<file path="config.mk">
export PLATFORM = sky130hd
export DESIGN_NAME = mem_access_unit
export DESIGN_NICKNAME = d
export VERILOG_FILES = /design/src/rtl/mem_access_unit.sv
export SDC_FILE = /design/constraint.sdc
export NUM_CORES = 1
export LEC_CHECK = 0
export BUFFER_PORTS_ARGS = -buffer_cell sky130_fd_sc_hd__buf_4
export CAP_MARGIN = 30
export CORE_UTILIZATION = 45
export CTS_CLUSTER_DIAMETER = 30
export DETAILED_ROUTE_END_ITERATION = 8
export HOLD_SLACK_MARGIN = 0.05
export PLACE_DENSITY = 0.78
export SLEW_MARGIN = 20
export SYNTH_ARGS = -nofsm -noshare
export SYNTH_HDL_FRONTEND = slang
export SYNTH_SLANG_ARGS = --single-unit
</file>
<file path="constraint.sdc">
create_clock -name clk -period 2.47 [get_ports clk]
set_clock_uncertainty 0.2 [all_clocks]
set_input_delay 0.1235 -clock clk [delete_from_list [all_inputs] [get_ports clk]]
set_output_delay 0.1235 -clock clk [all_outputs]
set_load 0.02 [all_outputs]
</file>
<file path="src/rtl/mem_access_unit.sv">
// -----------------------------------------------------------------------------
// mem_access_unit
//
// MEM-stage memory access controller with the MEM/WB pipeline register.
// Loads and stores run a req/ack handshake to data memory. While an access is
// outstanding, the upstream pipeline is frozen through `stall`. A misaligned
// access is suppressed and flagged. An access that sees no ack within
// MAX_WAIT request cycles is aborted and flagged.
//
// Parameters
//   MAX_WAIT    request cycles allowed without ack before abort (1..255)
//
// Ports
//   clk, clrn                 clock, asynchronous active-low reset
//   mem_wreg/m2reg/wmem       control bits from EXE/MEM
//   mem_alu, mem_b, mem_rn    address / store data / destination register
//   dmem_req/we/addr/wdata    registered data-memory request
//   dmem_ack, dmem_rdata      memory completion and read data
//   stall                     combinational freeze of PC..EXE/MEM registers
//   wb_wreg/m2reg/rn/alu/mdo  MEM/WB register outputs
//   align_err, bus_err        one-cycle error pulses
// -----------------------------------------------------------------------------
module mem_access_unit #(
    parameter int unsigned MAX_WAIT = 15
) (
    input  logic        clk,
    input  logic        clrn,
    input  logic        mem_wreg,
    input  logic        mem_m2reg,
    input  logic        mem_wmem,
    input  logic [31:0] mem_alu,
    input  logic [31:0] mem_b,
    input  logic [4:0]  mem_rn,
    output logic        dmem_req,
    output logic        dmem_we,
    output logic [31:0] dmem_addr,
    output logic [31:0] dmem_wdata,
    input  logic        dmem_ack,
    input  logic [31:0] dmem_rdata,
    output logic        stall,
    output logic        wb_wreg,
    output logic        wb_m2reg,
    output logic [4:0]  wb_rn,
    output logic [31:0] wb_alu,
    output logic [31:0] wb_mdo,
    output logic        align_err,
    output logic        bus_err
);

    typedef enum logic [1:0] {
        IDLE,
        BUSY,
        DONE
    } state_e;

    localparam logic [7:0] CNT_LAST = 8'(MAX_WAIT - 1);

    state_e      state_q, state_d;
    logic [7:0]  cnt_q, cnt_d;
    logic        req_q, req_d;
    logic        we_q, we_d;
    logic [31:0] addr_q, addr_d;
    logic [31:0] wdata_q, wdata_d;
    logic        wb_wreg_q, wb_wreg_d;
    logic        wb_m2reg_q, wb_m2reg_d;
    logic [4:0]  wb_rn_q, wb_rn_d;
    logic [31:0] wb_alu_q, wb_alu_d;
    logic [31:0] wb_mdo_q, wb_mdo_d;
    logic        align_q, align_d;
    logic        bus_q, bus_d;
    logic        stall_c;

    logic acc, mis, start, timeout;

    assign acc     = mem_m2reg | mem_wmem;
    assign mis     = (mem_alu[1:0] != 2'b00);
    assign start   = acc & ~mis;
    assign timeout = (cnt_q == CNT_LAST);

    // State and datapath registers
    always_ff @(posedge clk or negedge clrn) begin
        if (!clrn) begin
            state_q    <= IDLE;
            cnt_q      <= '0;
            req_q      <= 1'b0;
            we_q       <= 1'b0;
            addr_q     <= '0;
            wdata_q    <= '0;
            wb_wreg_q  <= 1'b0;
            wb_m2reg_q <= 1'b0;
            wb_rn_q    <= '0;
            wb_alu_q   <= '0;
            wb_mdo_q   <= '0;
            align_q    <= 1'b0;
            bus_q      <= 1'b0;
        end else begin
            state_q    <= state_d;
            cnt_q      <= cnt_d;
            req_q      <= req_d;
            we_q       <= we_d;
            addr_q     <= addr_d;
            wdata_q    <= wdata_d;
            wb_wreg_q  <= wb_wreg_d;
            wb_m2reg_q <= wb_m2reg_d;
            wb_rn_q    <= wb_rn_d;
            wb_alu_q   <= wb_alu_d;
            wb_mdo_q   <= wb_mdo_d;
            align_q    <= align_d;
            bus_q      <= bus_d;
        end
    end

    // Next-state logic
    always_comb begin
        state_d = state_q;
        case (state_q)
            IDLE:    if (start) state_d = BUSY;
            BUSY:    if (dmem_ack || timeout) state_d = DONE;
            DONE:    state_d = IDLE;
            default: state_d = IDLE;
        endcase
    end

    // Output / datapath next values
    always_comb begin
        stall_c    = 1'b0;
        cnt_d      = cnt_q;
        req_d      = req_q;
        we_d       = we_q;
        addr_d     = addr_q;
        wdata_d    = wdata_q;
        wb_wreg_d  = wb_wreg_q;
        wb_m2reg_d = wb_m2reg_q;
        wb_rn_d    = wb_rn_q;
        wb_alu_d   = wb_alu_q;
        wb_mdo_d   = wb_mdo_q;
        align_d    = 1'b0;
        bus_d      = 1'b0;

        case (state_q)
            IDLE: begin
                stall_c = start;
                if (start) begin
                    addr_d    = mem_alu;
                    wdata_d   = mem_b;
                    we_d      = mem_wmem;
                    req_d     = 1'b1;
                    cnt_d     = '0;
                    wb_wreg_d = 1'b0;
                end else begin
                    wb_wreg_d  = mem_wreg;
                    wb_m2reg_d = mem_m2reg;
                    wb_rn_d    = mem_rn;
                    wb_alu_d   = mem_alu;
                    wb_mdo_d   = '0;
                    // Misaligned access: let the rest pass, but kill the write-back.
                    if (acc) begin
                        wb_wreg_d  = 1'b0;
                        wb_m2reg_d = 1'b0;
                        align_d    = 1'b1;
                    end
                end
            end

            BUSY: begin
                stall_c = 1'b1;
                // Ack takes priority over a timeout in the same cycle.
                if (dmem_ack) begin
                    wb_wreg_d  = mem_wreg;
                    wb_m2reg_d = mem_m2reg;
                    wb_rn_d    = mem_rn;
                    wb_alu_d   = mem_alu;
                    wb_mdo_d   = mem_m2reg ? dmem_rdata : '0;
                    req_d      = 1'b0;
                end else if (timeout) begin
                    req_d      = 1'b0;
                    wb_wreg_d  = 1'b0;
                    wb_m2reg_d = 1'b0;
                    bus_d      = 1'b1;
                end else begin
                    cnt_d     = cnt_q + 8'd1;
                    wb_wreg_d = 1'b0;
                end
            end

            DONE: begin
                wb_wreg_d  = 1'b0;
                wb_m2reg_d = 1'b0;
            end

            default: ;
        endcase
    end

    // Gating with clrn keeps stall low during reset even if a load sits on the inputs.
    assign stall      = clrn & stall_c;
    assign dmem_req   = req_q;
    assign dmem_we    = we_q;
    assign dmem_addr  = addr_q;
    assign dmem_wdata = wdata_q;
    assign wb_wreg    = wb_wreg_q;
    assign wb_m2reg   = wb_m2reg_q;
    assign wb_rn      = wb_rn_q;
    assign wb_alu     = wb_alu_q;
    assign wb_mdo     = wb_mdo_q;
    assign align_err  = align_q;
    assign bus_err    = bus_q;

endmodule

</file>
Yosys cells after proc, flatten, opt, wreduce, memory -nomap -nowiden:

Index checks and enable logic that the tools add are counted.

* flip-flop bits (word level): 149
* output and inout bits: 140
* logic and storage cells: 75

* add/sub/neg operators: 1
* equality and inequality tests: 10
* multiplexer cells: 36
* bitwise gates (word level): 4
* reduce and logical (&&, ||, !) cells: 11

Operator list (count)
* 32-bit 2-to-1 mux: 5
* 32-bit one-hot mux with 2 select lines: 2
* 8-bit 2-to-1 mux: 3
* 8-bit one-hot mux with 2 select lines: 1
* 1-bit 2-to-1 mux: 15
* 2-bit inequality test (second input constant): 6
* 5-bit 2-to-1 mux: 2
* 5-bit one-hot mux with 2 select lines: 1
* 3-bit AND reduction: 3
* 8-bit by 1-bit adder with 8-bit output (second input constant): 1
* 8-bit by 4-bit equality test with 1-bit output (second input constant): 1
* 1-bit one-hot mux with 3 select lines: 2
* 2-bit 2-to-1 mux: 2
* 1-bit one-hot mux with 2 select lines: 2
* 2-bit one-hot mux with 2 select lines: 1
* 2-bit AND reduction: 2
* 4-bit AND reduction: 1
* 2-bit nonzero test: 2
* 3-bit inequality test (second input constant): 1
* 3-bit nonzero test: 1
* 1-bit AND: 2
* 2-bit by 1-bit equality test with 1-bit output (second input constant): 1
* 2-bit equality test (second input constant): 1
* 2-bit logical NOT: 1
* other kinds (3): 3

Longest topological paths before layout:

Gate-level depths: netlist of run 1.

* depth in word-level cells: 5
* mapped depth: 10
* gate-level depth less buffers: 7

Least setup slack after synthesis of run 1:

Ideal clock, no wire load.

* path kind: register to register
* start point: reg state_q[1]
* end point: reg cnt_q[5]
* library setup time: 69 ps
* arrival time: 1837 ps
* setup slack: 363 ps
* stages on the path, launching flop included: 9
* buffers on the path: 1
* cells stage by stage: dfrtp_1 inv_1 ha_1 nand2b_1 a41o_4 a21bo_1 buf_6 or4b_1 nand3_1

* longest elaborated chain between the ends: 3

RTL lines
* from (decl): line 58 `state_e state_q, state_d;`
* from (signal assigned): line 97 `state_q <= state_d;`
* 2-bit by 1-bit equality test with 1-bit output / 2-bit logical NOT (equally long branches): line 140 `case (state_q)`
* 2-bit inequality test (no source line) / 2-bit nonzero test (equally long branches)
* 4-bit AND reduction (no source line)
* to (signal assigned): line 98 `cnt_q <= cnt_d;`
* to (decl): line 59 `logic [7:0] cnt_q, cnt_d;`

Parallel ways exist; a longest one is shown, timed or not.
A chain may end at the register's enable or synchronous reset.

Worst setup path after layout of run 1:

* start point: reg state_q[1]
* end point: reg cnt_q[3]

The elaborated chain is that of the path after synthesis.

==> results of run 1 <==
[power groups by stage]
stage                     sequential, mW  clock [mW]  combinational (mW)
after CTS                           4.09        2.43                5.82
after detailed placement            4.11           0                5.64
final                               4.12        2.39                5.88
after global routing                4.24        2.54                6.26
after global placement              4.05           0                5.49
after floorplan                     5.26           0                1.96
[kinds of logic (layout without fill, tap and decap cells)]
logic type                 after synthesis  in the layout
adders and majority gates                5              5
other                                    0              1
buffers and inverters                   35            408
AOI/OAI and AO/OA                       25             25
and+or+nand+nor                        254            254
DFF                                    149            149
muxes                                   65             65
[flip-flops by register name, summed over array words and instances, names as in the netlist]
register and cells:
align_err 1, bus_err 1, cnt_q 8, dmem_addr 32
dmem_req 1, dmem_wdata 32, dmem_we 1, state_q 2
wb_alu 32, wb_m2reg 1, wb_mdo 32, wb_rn 5
wb_wreg 1
[worst max path at each step]
stage / from / endpoint / slack, ns / cells after the start
floorplan: state_q[1]$_DFFE_PN0P_ / cnt_q[5]$_DFFE_PN0P_ / 0.36 / 8
global placement: state_q[0]$_DFFE_PN0P_ / cnt_q[3]$_DFFE_PN0P_ / 0.28 / 6
detailed placement: state_q[1]$_DFFE_PN0P_ / cnt_q[3]$_DFFE_PN0P_ / 0.18 / 7
CTS: state_q[1]$_DFFE_PN0P_ / stall / 0.08 / 7
global route: state_q[1]$_DFFE_PN0P_ / cnt_q[5]$_DFFE_PN0P_ / 0.07 / 7
finish: state_q[1]$_DFFE_PN0P_ / cnt_q[3]$_DFFE_PN0P_ / 0.15 / 7
[critical path, cell delays in order, from the launching register on]
cell                       delay (ns)
sky130_fd_sc_hd__dfrtp_1         0.40
sky130_fd_sc_hd__inv_1           0.09
sky130_fd_sc_hd__ha_1            0.22
sky130_fd_sc_hd__nand2b_1        0.14
sky130_fd_sc_hd__a41o_4          0.28
sky130_fd_sc_hd__a21bo_1         0.29
sky130_fd_sc_hd__or4b_1          0.54
sky130_fd_sc_hd__nand3_1         0.09
[layer usage]
metal / up-vias / global-route usage (%) / wire length, um
li1: 2479 / - / -
met1: 2647 / 27.2 / 6440
met2: 209 / 50.9 / 10400
met3: 49 / 6.54 / 960
met4: 0 / 16.3 / 608
met5: - / 0 / 0
[synthesized netlist by cell type (2+ instances only)]
| cell | n | area [um2] |
|---|---|---|
| sky130_fd_sc_hd__mux2_2 | 64 | 721 |
| sky130_fd_sc_hd__ha_1 | 5 | 62.6 |
| sky130_fd_sc_hd__nor2b_1 | 2 | 12.5 |
| sky130_fd_sc_hd__a22o_1 | 2 | 17.5 |
| sky130_fd_sc_hd__buf_1 | 3 | 11.3 |
| sky130_fd_sc_hd__or4b_1 | 2 | 20.0 |
| sky130_fd_sc_hd__nor3_1 | 2 | 10.0 |
| sky130_fd_sc_hd__nand3_1 | 43 | 215 |
| sky130_fd_sc_hd__clkbuf_1 | 14 | 52.6 |
| sky130_fd_sc_hd__nand4_1 | 2 | 12.5 |
| sky130_fd_sc_hd__nand2_1 | 188 | 706 |
| sky130_fd_sc_hd__nor3_2 | 2 | 20.0 |
| sky130_fd_sc_hd__dfrtp_1 | 149 | 3730 |
| sky130_fd_sc_hd__inv_1 | 6 | 22.5 |
| sky130_fd_sc_hd__nand2b_1 | 3 | 18.8 |
| sky130_fd_sc_hd__nor2_1 | 7 | 26.3 |
| sky130_fd_sc_hd__o211ai_1 | 2 | 15.0 |
| sky130_fd_sc_hd__buf_2 | 11 | 55.1 |
| sky130_fd_sc_hd__o21ai_0 | 7 | 35.0 |
| sky130_fd_sc_hd__a21oi_1 | 3 | 15.0 |
[cell type report]
cell class / instances / area, um2 / area share [%]
clock buffers: 18 / 439 / 4.53
repair buffers: 370 / 3110 / 32.1
flip-flops and latches: 149 / 3730 / 38.4
well taps: 172 / 215 / 2.22
diodes: 1 / 2.50 / 0.0258
inverters: 6 / 22.5 / 0.232
clock inverters: 14 / 113 / 1.16
multi-input cells: 349 / 2070 / 21.3
[what timing repair did]
action | in CTS | in global routing
buffers inserted | 0 | 2
hold buffers | 109 | 0
setup endpoints to repair | 0 | 1
endpoints found under the hold margin | 290 | 0
gates resized for setup | 0 | 0
[per-stage QoR]
step                worst slack [ns]  utilization (%)  power [mW]  area (um2)
finish                         0.151             76.3        12.4        9700
global route                  0.0667             76.3        13.0        9700
CTS                           0.0790             76.1        12.3        9680
detailed placement             0.180             63.1        9.75        8030
global placement               0.276             63.1        9.54        8030
floorplan                      0.363                -        7.22        5930
==> metrics list, run 1 <==
* Wire length per cell: 17.0 um
- For this design the static power due to leakage is 4.91 nW.
* Number of unique standard cell types used by synthesis: 36
- In this run the power spent charging and discharging nets is between 5 and 6 mW.
* Data required time at the worst endpoint: around 2.6 ns
- Across every metal layer, demand over resource in global routing totals 27.2%.
* Setup slack on the worst flop-to-flop path: 0.15 ns
- The first global-routing pass estimated 27,700 um of wire.
* Total Routed Length: 18,400 um
* Setup-violating endpoint count in the final report: 0
* Sequential Power Share: 33.3%
- The tool flagged a number of max-cap violations equal to 0.
- The number of clock buffers added by TritonCTS is 17.
* Final count of pins violating max slew: 0
* Later-pin clock latency in the skew report: 0.42 ns
- Flip-flop and latch count after synthesis: 149
- TritonRoute pass-1 iters: 5
- Highest fanout seen on the critical path: 11
* Critical Path Source Type: flop
- Synthesized area divided by synthesized cell count: 11.1 um2
- After clock tree synthesis, the clock-pin slew on the worst setup and hold paths is ~0.06 ns.
- Hold Slack: 0.0892 ns
- Root Driver: sky130_fd_sc_hd__clkbuf_16
* TritonCTS clock tree: yes
- The region available for standard cell placement spans 0.0127 mm2.
- Row generation in the floorplan step produced 41 rows.
* Leading cell types in the layout, fill and taps excluded: 256 x sky130_fd_sc_hd__buf_4, 188 x sky130_fd_sc_hd__nand2_1, 149 x sky130_fd_sc_hd__dfrtp_1, 108 x sky130_fd_sc_hd__dlygate4sd3_1, 64 x sky130_fd_sc_hd__mux2_2
* Highest ir drop seen on vdd: roughly 850 uV
- Warning count from the yosys run: 0
* Buffers added on ports: 246
* Combinational family with the most area after synthesis: simple AND/OR/NAND/NOR gates
- Proportion of power drawn by the clock network: approximately a fifth
- The number of nets in the synthesized netlist is ~650.
* Via count of the first global-routing pass: between 5,000 and 6,000
- Dominant synthesized flop cell: sky130_fd_sc_hd__dfrtp_1
* Number of synthesized flops with an enable pin: 0
- Largest buffer count on any clock path: 2
* Layout cells sized above 1: 40.3%
- Derived from the worst setup path, the maximum achievable clock frequency is approximately 0.43 GHz.
- Endpoint class of the critical path: flop
* RSZ-0062 raised after global routing: no
- After Yosys synthesis, XOR and XNOR cells account for 0% of the synthesized area.
- Initial antenna violation count: 1
* Fin crit share: between 90% and 100%
* Congestion Overflow GR: 0
- Relative slew slack: 68.5%
- Path class of the lowest-slack min-delay path: in -> async
* TritonCTS Sinks: ~150
- For the final routed database, the setup TNS stands at 0 ns.
* Crit Reg-Reg Startpoint: state_q[1]$_DFFE_PN0P_
- Measured along the x axis, the die boundary spans 117 um.
- Initial DRC count: between 200 and 250
* Final hold vios: 0
- The flow ran to the end, and the final reports show no timing, DRC or antenna violations.
- Post-layout instance count excluding filler cells: 1,079
- Worst setup path class: reg -> reg
- Multiplexer area fraction after synthesis: 12.3%
- # DRC: 0
- Fillers: 750
* R2R cell count: 7
* Cell-internal power: 7.36 mW
- Net switching is 40.6% of the power.
* Post-Synth Simple-Gate Area: 17.9%
- Final-stage net count: 1,005
* R2R Path End: cnt_q[3]$_DFFE_PN0P_
* Synthesized netlist cell count: around 530
- Total die area: about 0.014 mm2
* Count of nets left with antenna violations after detail routing: 0
* GP Congestion: between 0.8 and 0.9
- Subtracting the final worst setup slack from the clock period gives approximately 2.3 ns.
- 247 I/O pins were placed.
- Summed over all nets, the half-perimeter wirelength after detailed placement is 11,100 um.
- Avg Vias per Cell: 4.99
* Area growth from synthesis to layout: 63.6%
- Combinational cells account for 47.5% of the total power.
* Arithmetic-cell share of the synthesized area counting full adders, half adders and majority gates: 1.06%
- Dividing total power by cell area gives a power density of 1280 mW/mm2.
- Entering global routing, the biggest net connects 82 pins.
- Sequential element share of the synthesized area: 62.9%
- The number of placed instances, taps included, is 935.
- In this run the number of H-tree levels came out at 4.
- The routed layout has 5,384 vias.
- Transition time of the tightest slew-check pin: 0.473 ns
- Initial standard-cell utilization of the core: 46.6%
* Commonest non-fill, non-tap cell in the layout: sky130_fd_sc_hd__buf_4
- Fraction of the mapped netlist area in compound gates: 3.25%
- For this run, asynchronously set or reset flops after synthesis account for 100%.
* Post-Synthesis Cell Area: a little under 0.006 mm2
- Data on the critical path arrives at its endpoint at 2.47 ns.
* Y dimension of the die: between 100 and 150 um
(Power assumes the default switching activity.)
==> run 2, diff against run 1 <==
CORE_ASPECT_RATIO = 0.9   (was not set)
==> metrics list, run 2 (same netlist as run 1, synthesis figures left out) <==
- At the end of the flow, the number of nets in the layout was approximately 1,000.
* Ordered list of cells on the worst path: inv_1 -> ha_2 -> o21ai_1 -> nor3_4 -> buf_12 -> o21a_1 -> buf_4
* Relative slew slack: 73.3%
* Pin count of the biggest net entering global routing: 64
- For the pin with the worst max-slew slack, the measured transition is 0.400 ns.
- Fin crit share: 97.4%
- Initial DRC count: 368
- Later-pin clock latency in the skew report: ~0.41 ns
- The root buffer cell chosen for the clock tree is sky130_fd_sc_hd__clkbuf_16.
* Setup-violating endpoint count in the final report: 0
* Finished Core Util: 76.3%
- Total negative slack for setup checks: 0 ns
- The library cell used most frequently in the layout, excluding fill and tap cells, is sky130_fd_sc_hd__buf_4.
* First-pass GRT wire length: 29,700 um
* Y dimension of the die: roughly 110 um
- Leading cell types in the layout, fill and taps excluded: 252 x sky130_fd_sc_hd__buf_4, 188 x sky130_fd_sc_hd__nand2_1, 149 x sky130_fd_sc_hd__dfrtp_1, 108 x sky130_fd_sc_hd__dlygate4sd3_1, 64 x sky130_fd_sc_hd__mux2_2
* Peak clock frequency supported by timing: 0.416 GHz
- In the final layout, the multi-input gates occupy 0.00207 mm2.
- Summing all flip-flop and latch instances after layout gives 0.00373 mm2.
- CTS saw ~150 sinks.
- The number of hold-slack violations in the final timing report came to 0.
- For this configuration, the core starts out at a cell density of between 40% and 50%.
- Fillers: approximately 730
* HPWL after detailed placement: 11,200 um
* Highest fanout seen on the critical path: 5
* Die Width: 123 um
- Summed over all layers, the global routing overflow is 0.
- The floorplan has 39 rows.
- The die covers 0.0136 mm2.
- In this design, the stage delay of the slowest critical-path cell is a little over 0.4 ns.
- Worst setup path class: reg -> out
- Largest buffer count on any clock path: 2
- The count of buffers added on input and output ports is 246.
- Using the TritonRoute via totals, the vias-per-cell ratio works out to 5.14.
- Total Routed Length: between 15,000 and 20,000 um
* Final cell area excluding filler cells: 0.00975 mm2
- The routed layout has 5,491 vias.
- Once placement finished, the instance area stood at 0.00802 mm2.
- Period minus WS final: around 2.4 ns
- At the end of routability-driven placement, the weighted congestion stood at between 0.7 and 0.8.
* Reported max-cap violation count: 0
- TritonCTS clock tree: yes
- Counting both buffers and inverters, the worst setup path holds a total of 3.
- Critical Path Source Type: flop
- Clock-pin slew was measured on the worst setup and hold paths at 0.06 ns.
- Via count of the first global-routing pass: 5,934
- Area growth from synthesis to layout: 64.5%
- Final count of pins violating max slew: 0
- Number of top-level design ports: about 250
- H-tree levels: 4
* Data required time at the worst endpoint: 2.15 ns
- For this design the static power due to leakage is roughly 4.9 nW.
- Standard cell core area: between 0.01 and 0.015 mm2
- Highest ir drop seen on vdd: 1080 uV
- The number of antenna diodes in the final layout is 0.
- Data arrival at the endpoint of the critical path: 2.08 ns
* TritonRoute pass-1 iters: 5
- RSZ-0062 raised after global routing: yes
* Hold Slack: 0.259 ns
- The post-route netlist has 40.4% of its cells at a drive strength greater than 1.
- The number of antenna violations at the first check in global routing is 0.
- Wire length per cell: approximately 18 um
* Number of buffers inserted during clock tree synthesis: 17
- The run finished with clean final reports.
- # DRC: 0
* Path class of the lowest-slack min-delay path: in -> reg
* Slowest cell on the critical path: sky130_fd_sc_hd__dfrtp_1
- All-layer global routing usage: 29.0%
- Top Family by Delay on Critical Path: flip-flops
- Pwr dens: 1300 mW/mm2
- In this run the remaining antenna-violating nets after routing total 0.
* Endpoint class of the critical path: primary output
==> run 2: cell types whose count changed in the layout (fill, tap and decap cells not counted), moves of 2 or more <==
| cell | change |
|---|---|
| sky130_fd_sc_hd__buf_12 | +3 |
| sky130_fd_sc_hd__buf_4 | -4 |
| sky130_fd_sc_hd__clkinvlp_4 | -3 |
| sky130_fd_sc_hd__ha_1 | -2 |
| sky130_fd_sc_hd__ha_2 | +2 |
==> run 2: where the power goes <==
part | internal, mW | switching [mW]
combinational | 2.53 | 3.48
clock | 1.49 | 0.969
sequential | 3.49 | 0.677
total | 7.51 | 5.13
==> run 2: layer usage <==
layer  up-vias  global-route usage, %  routed length [um]
met5         -                      0                   0
met4         0                   11.9                 543
met3        44                   9.05                1340
met2       256                   51.6               10200
met1      2716                   31.5                7150
li1       2475                      -                   -
==> run 2: area by class of cell <==
cell class | instances | area share (%)
Sequential cell | 149 | 38.2
Timing Repair Buffer | 370 | 32.5
Multi-Input combinational cell | 349 | 21.2
Clock buffer | 19 | 4.54
Tap cell | 164 | 2.10
Clock inverter | 11 | 1.14
Inverter | 6 | 0.231
==> run 2: timing repair <==
item                                    CTS  global route
cloned                                    0             1
endpoints found under the setup margin    1             3
resized for setup                         1             2
buffers inserted                          0             4
hold buffers                            109             0
hold endpoints to repair                292             0
pin swaps                                 0             1
==> run 2: worst paths after layout <==
kind / endpoint / cells after the start / slack [ns] / startpoint
setup / recovery: stall / 7 / 0.06 / state_q[1]$_DFFE_PN0P_
hold / removal: wb_rn[3]$_DFFE_PN0P_ / 4 / 0.26 / mem_rn[3]
setup reg to reg: wb_alu[16]$_DFFE_PN0P_ / 10 / 0.09 / state_q[1]$_DFFE_PN0P_
hold reg to reg: wb_mdo[13]$_DFFE_PN0P_ / 2 / 0.27 / wb_mdo[13]$_DFFE_PN0P_
max in group asynchronous: wb_mdo[17]$_DFFE_PN0P_ / 4 / 0.84 / clrn
min in group asynchronous: dmem_wdata[28]$_DFFE_PN0P_ / 3 / 0.51 / clrn
==> run 2: worst min-delay path, delay by kind of cell <==
family / cells / cell delay [ns]
buffers and inverters: 2 / 0.63
AND/OR/NAND/NOR: 2 / 0.09
==> run 2: stage by stage <==
step,power (mW),instances,setup slack (ns)
CTS,12.5,1063,0.0312
global placement,9.57,924,0.218
finish,12.6,1068,0.0634
floorplan,7.22,533,0.363
global route,13.2,1068,-0.0348
detailed placement,9.81,924,0.0914
==> run 3, diff against run 2 <==
CORE_UTILIZATION = 48   (was 45)
PLACE_DENSITY = 0.82   (was 0.78)
==> metrics list, run 3 (same netlist as run 1, synthesis figures left out) <==
* Leading cell types in the layout, fill and taps excluded: 250 x sky130_fd_sc_hd__buf_4, 188 x sky130_fd_sc_hd__nand2_1, 149 x sky130_fd_sc_hd__dfrtp_1, 108 x sky130_fd_sc_hd__dlygate4sd3_1, 64 x sky130_fd_sc_hd__mux2_2
- Y dimension of the die: approximately 110 um
- On the critical path the largest part of the delay comes from simple AND/OR/NAND/NOR gates.
- Reported max-cap violation count: 0
- Number of buffers inserted during clock tree synthesis: 17
- GP Congestion: 0.827
* Final hold vios: 0
- The number of global-route vias before repair came to between 6,000 and 7,000.
* Area growth from synthesis to layout: 64.4%
* HPWL after detailed placement: 10,700 um
* All-layer global routing usage: 31.3%
* Relative slew slack: 62.2%
- Sum of internal, switching and leakage power: 13.0 mW
* Leakage power summed over all cells: between 4 and 5 nW
* Pwr dens: 1330 mW/mm2
- TritonRoute pass-1 iters: 4
* Wire length per cell: 18.1 um
* Hold Slack: between 0.2 and 0.3 ns
- The clock passes through at most 2 buffers.
* Final count of pins violating max slew: 0
- Together, buffers and inverters on the worst path number 1.
- Total die area: 0.0128 mm2
* Critical Path Source Type: flop
- RSZ-0062 raised after global routing: no
* Total met3 wirelength after detailed routing: 1350 um
- Path class of the lowest-slack min-delay path: in -> reg
- Initial antenna violation count: 0
- The flow ran to the end, and the final reports show no timing, DRC or antenna violations.
* Final-stage net count: 999
- For this run, design rule violations remaining after detail routing come to 0.
- After detailed routing, the number of vias per cell comes to 5.25.
- Initial DRC count: 319
- Data arrival at the endpoint of the critical path: between 2 and 3 ns
- The worst setup path is captured at a flop.
- The detail route stage leaves a number of antenna-violating nets equal to 0.
* Proportion of power drawn by the clock network: 22.3%
- Overall via count from detail_route: 5,563
- The tree is rooted in a sky130_fd_sc_hd__clkbuf_16.
- The slowest stage of the critical path is the sky130_fd_sc_hd__or4b_1 cell.
- The signal on the critical path passes through inv_1 -> ha_2 -> nand2b_1 -> a41o_4 -> a21bo_2 -> or4b_1 -> nand3_1.
* Initial standard-cell utilization of the core: 49.3%
* Setup-violating endpoint count in the final report: 0
- Fin crit share: a little over nine tenths
- Later-pin clock latency in the skew report: 0.41 ns
- The first global-routing pass estimated 30,400 um of wire.
- Post-placement cell count: 919
* Total Routed Length: 19,200 um
- TritonCTS built the clock tree.
- Worst Setup Slack post-DPL: 0.0982 ns
- Peak clock frequency supported by timing: 0.417 GHz
* Fillers: 626
- For this run, the number of standard cells in the final layout without fillers is between 1,000 and 1,500.
- Uppermost routed layer: met4
* H-tree levels: 4
- Combinational logic is responsible for 45.6% of the overall power.
- TritonCTS Sinks: roughly 150
- For the final routed database, the setup TNS stands at 0 ns.
- Entering global routing, the biggest net connects 73 pins.
* NetSw: between 5 and 6 mW
* Transition time of the tightest slew-check pin: 0.566 ns
* Period minus WS final: 2.40 ns
- Number of buffers inserted by post-CTS setup repair: 0
* Share of total power consumed by net switching: 39.5%
- Commonest non-fill, non-tap cell in the layout: sky130_fd_sc_hd__buf_4
* Count of inserted antenna diode cells: 0
- The total overflow left after global routing is 0.
* Buffers added on ports: 246
- The post-route netlist has 40.0% of its cells at a drive strength greater than 1.
- The floorplan has 38 rows.
- Cell-internal power: approximately 7.8 mW
- Data required time at the worst endpoint: 2.61 ns
- Die Width: around 120 um
* Standard cell core area: 0.0120 mm2
- Highest ir drop seen on vdd: around 1000 uV
- Detailed routing placed a total of roughly 10,000 um of wire on met2.
- In this run, flip-flops and latches consume 32.1% of the power.
- Minimum setup slack in the final design: between 0.07 and 0.08 ns
- Clock-pin slew was measured on the worst setup and hold paths at 0.06 ns.
- Delay of the slowest cell on the worst path: 0.53 ns
- In this run the worst path has a maximum fanout of 11.
- Worst setup path class: reg -> reg
- Number of top-level design ports: 247
- Met1 Routed Length: 6950 um
==> run 3: timing repair <==
item / in CTS / in global routing
endpoints found under the setup margin: 0 / 28
hold endpoints to repair: 290 / 0
hold buffers: 109 / 0
resized for setup: 0 / 4
==> run 3: per-stage QoR <==
step	utilization [%]	instance area, um2
after floorplan	-	5930
after global placement	66.3	7970
after detailed placement	66.3	7970
after CTS	81.0	9740
after global routing	81.1	9750
final	81.1	9750
==> run 3: layer usage <==
layer  GRT usage, %  vias up
met5              0        -
li1               -     2466
met1           34.2     2744
met3           9.06       60
met2           55.4      293
met4           16.3        0
==> run 3: power groups by stage <==
stage | Sequential, mW | Clock [mW] | Combinational (mW)
after floorplan | 5.26 | 0 | 1.96
after global placement | 4.04 | 0 | 5.43
after detailed placement | 4.12 | 0 | 5.57
after CTS | 4.11 | 2.92 | 5.77
after global routing | 4.27 | 3.05 | 6.27
final | 4.16 | 2.89 | 5.91
==> run 3: worst paths after layout <==
check | endpoint | depth (start not counted) | from | slack [ns]
min in group asynchronous | bus_err$_DFF_PN0_ | 4 | clrn | 0.58
worst min register to register | wb_mdo[18]$_DFFE_PN0P_ | 2 | wb_mdo[18]$_DFFE_PN0P_ | 0.27
worst min-delay path | wb_alu[24]$_DFFE_PN0P_ | 4 | mem_alu[24] | 0.26
max in group asynchronous | dmem_addr[24]$_DFFE_PN0P_ | 4 | clrn | 0.92
worst max-delay path | cnt_q[5]$_DFFE_PN0P_ | 7 | state_q[1]$_DFFE_PN0P_ | 0.07
worst max register to register | cnt_q[5]$_DFFE_PN0P_ | 7 | state_q[1]$_DFFE_PN0P_ | 0.07
==> run 3: area by class of cell <==
class	instances	area, um2	share of cell area [%]
multi-input cells	349	2070	21.2
repair buffers	364	3060	31.4
flip-flops and latches	149	3730	38.2
clock inverters	8	169	1.73
clock buffers	23	498	5.11
inverters	6	22.5	0.231
well taps	160	200	2.05
==> run 3: worst min-delay path: cells and delay by family <==
kind / cells / cell delay [ns]
simple gates: 2 / 0.09
buf+inv: 2 / 0.64
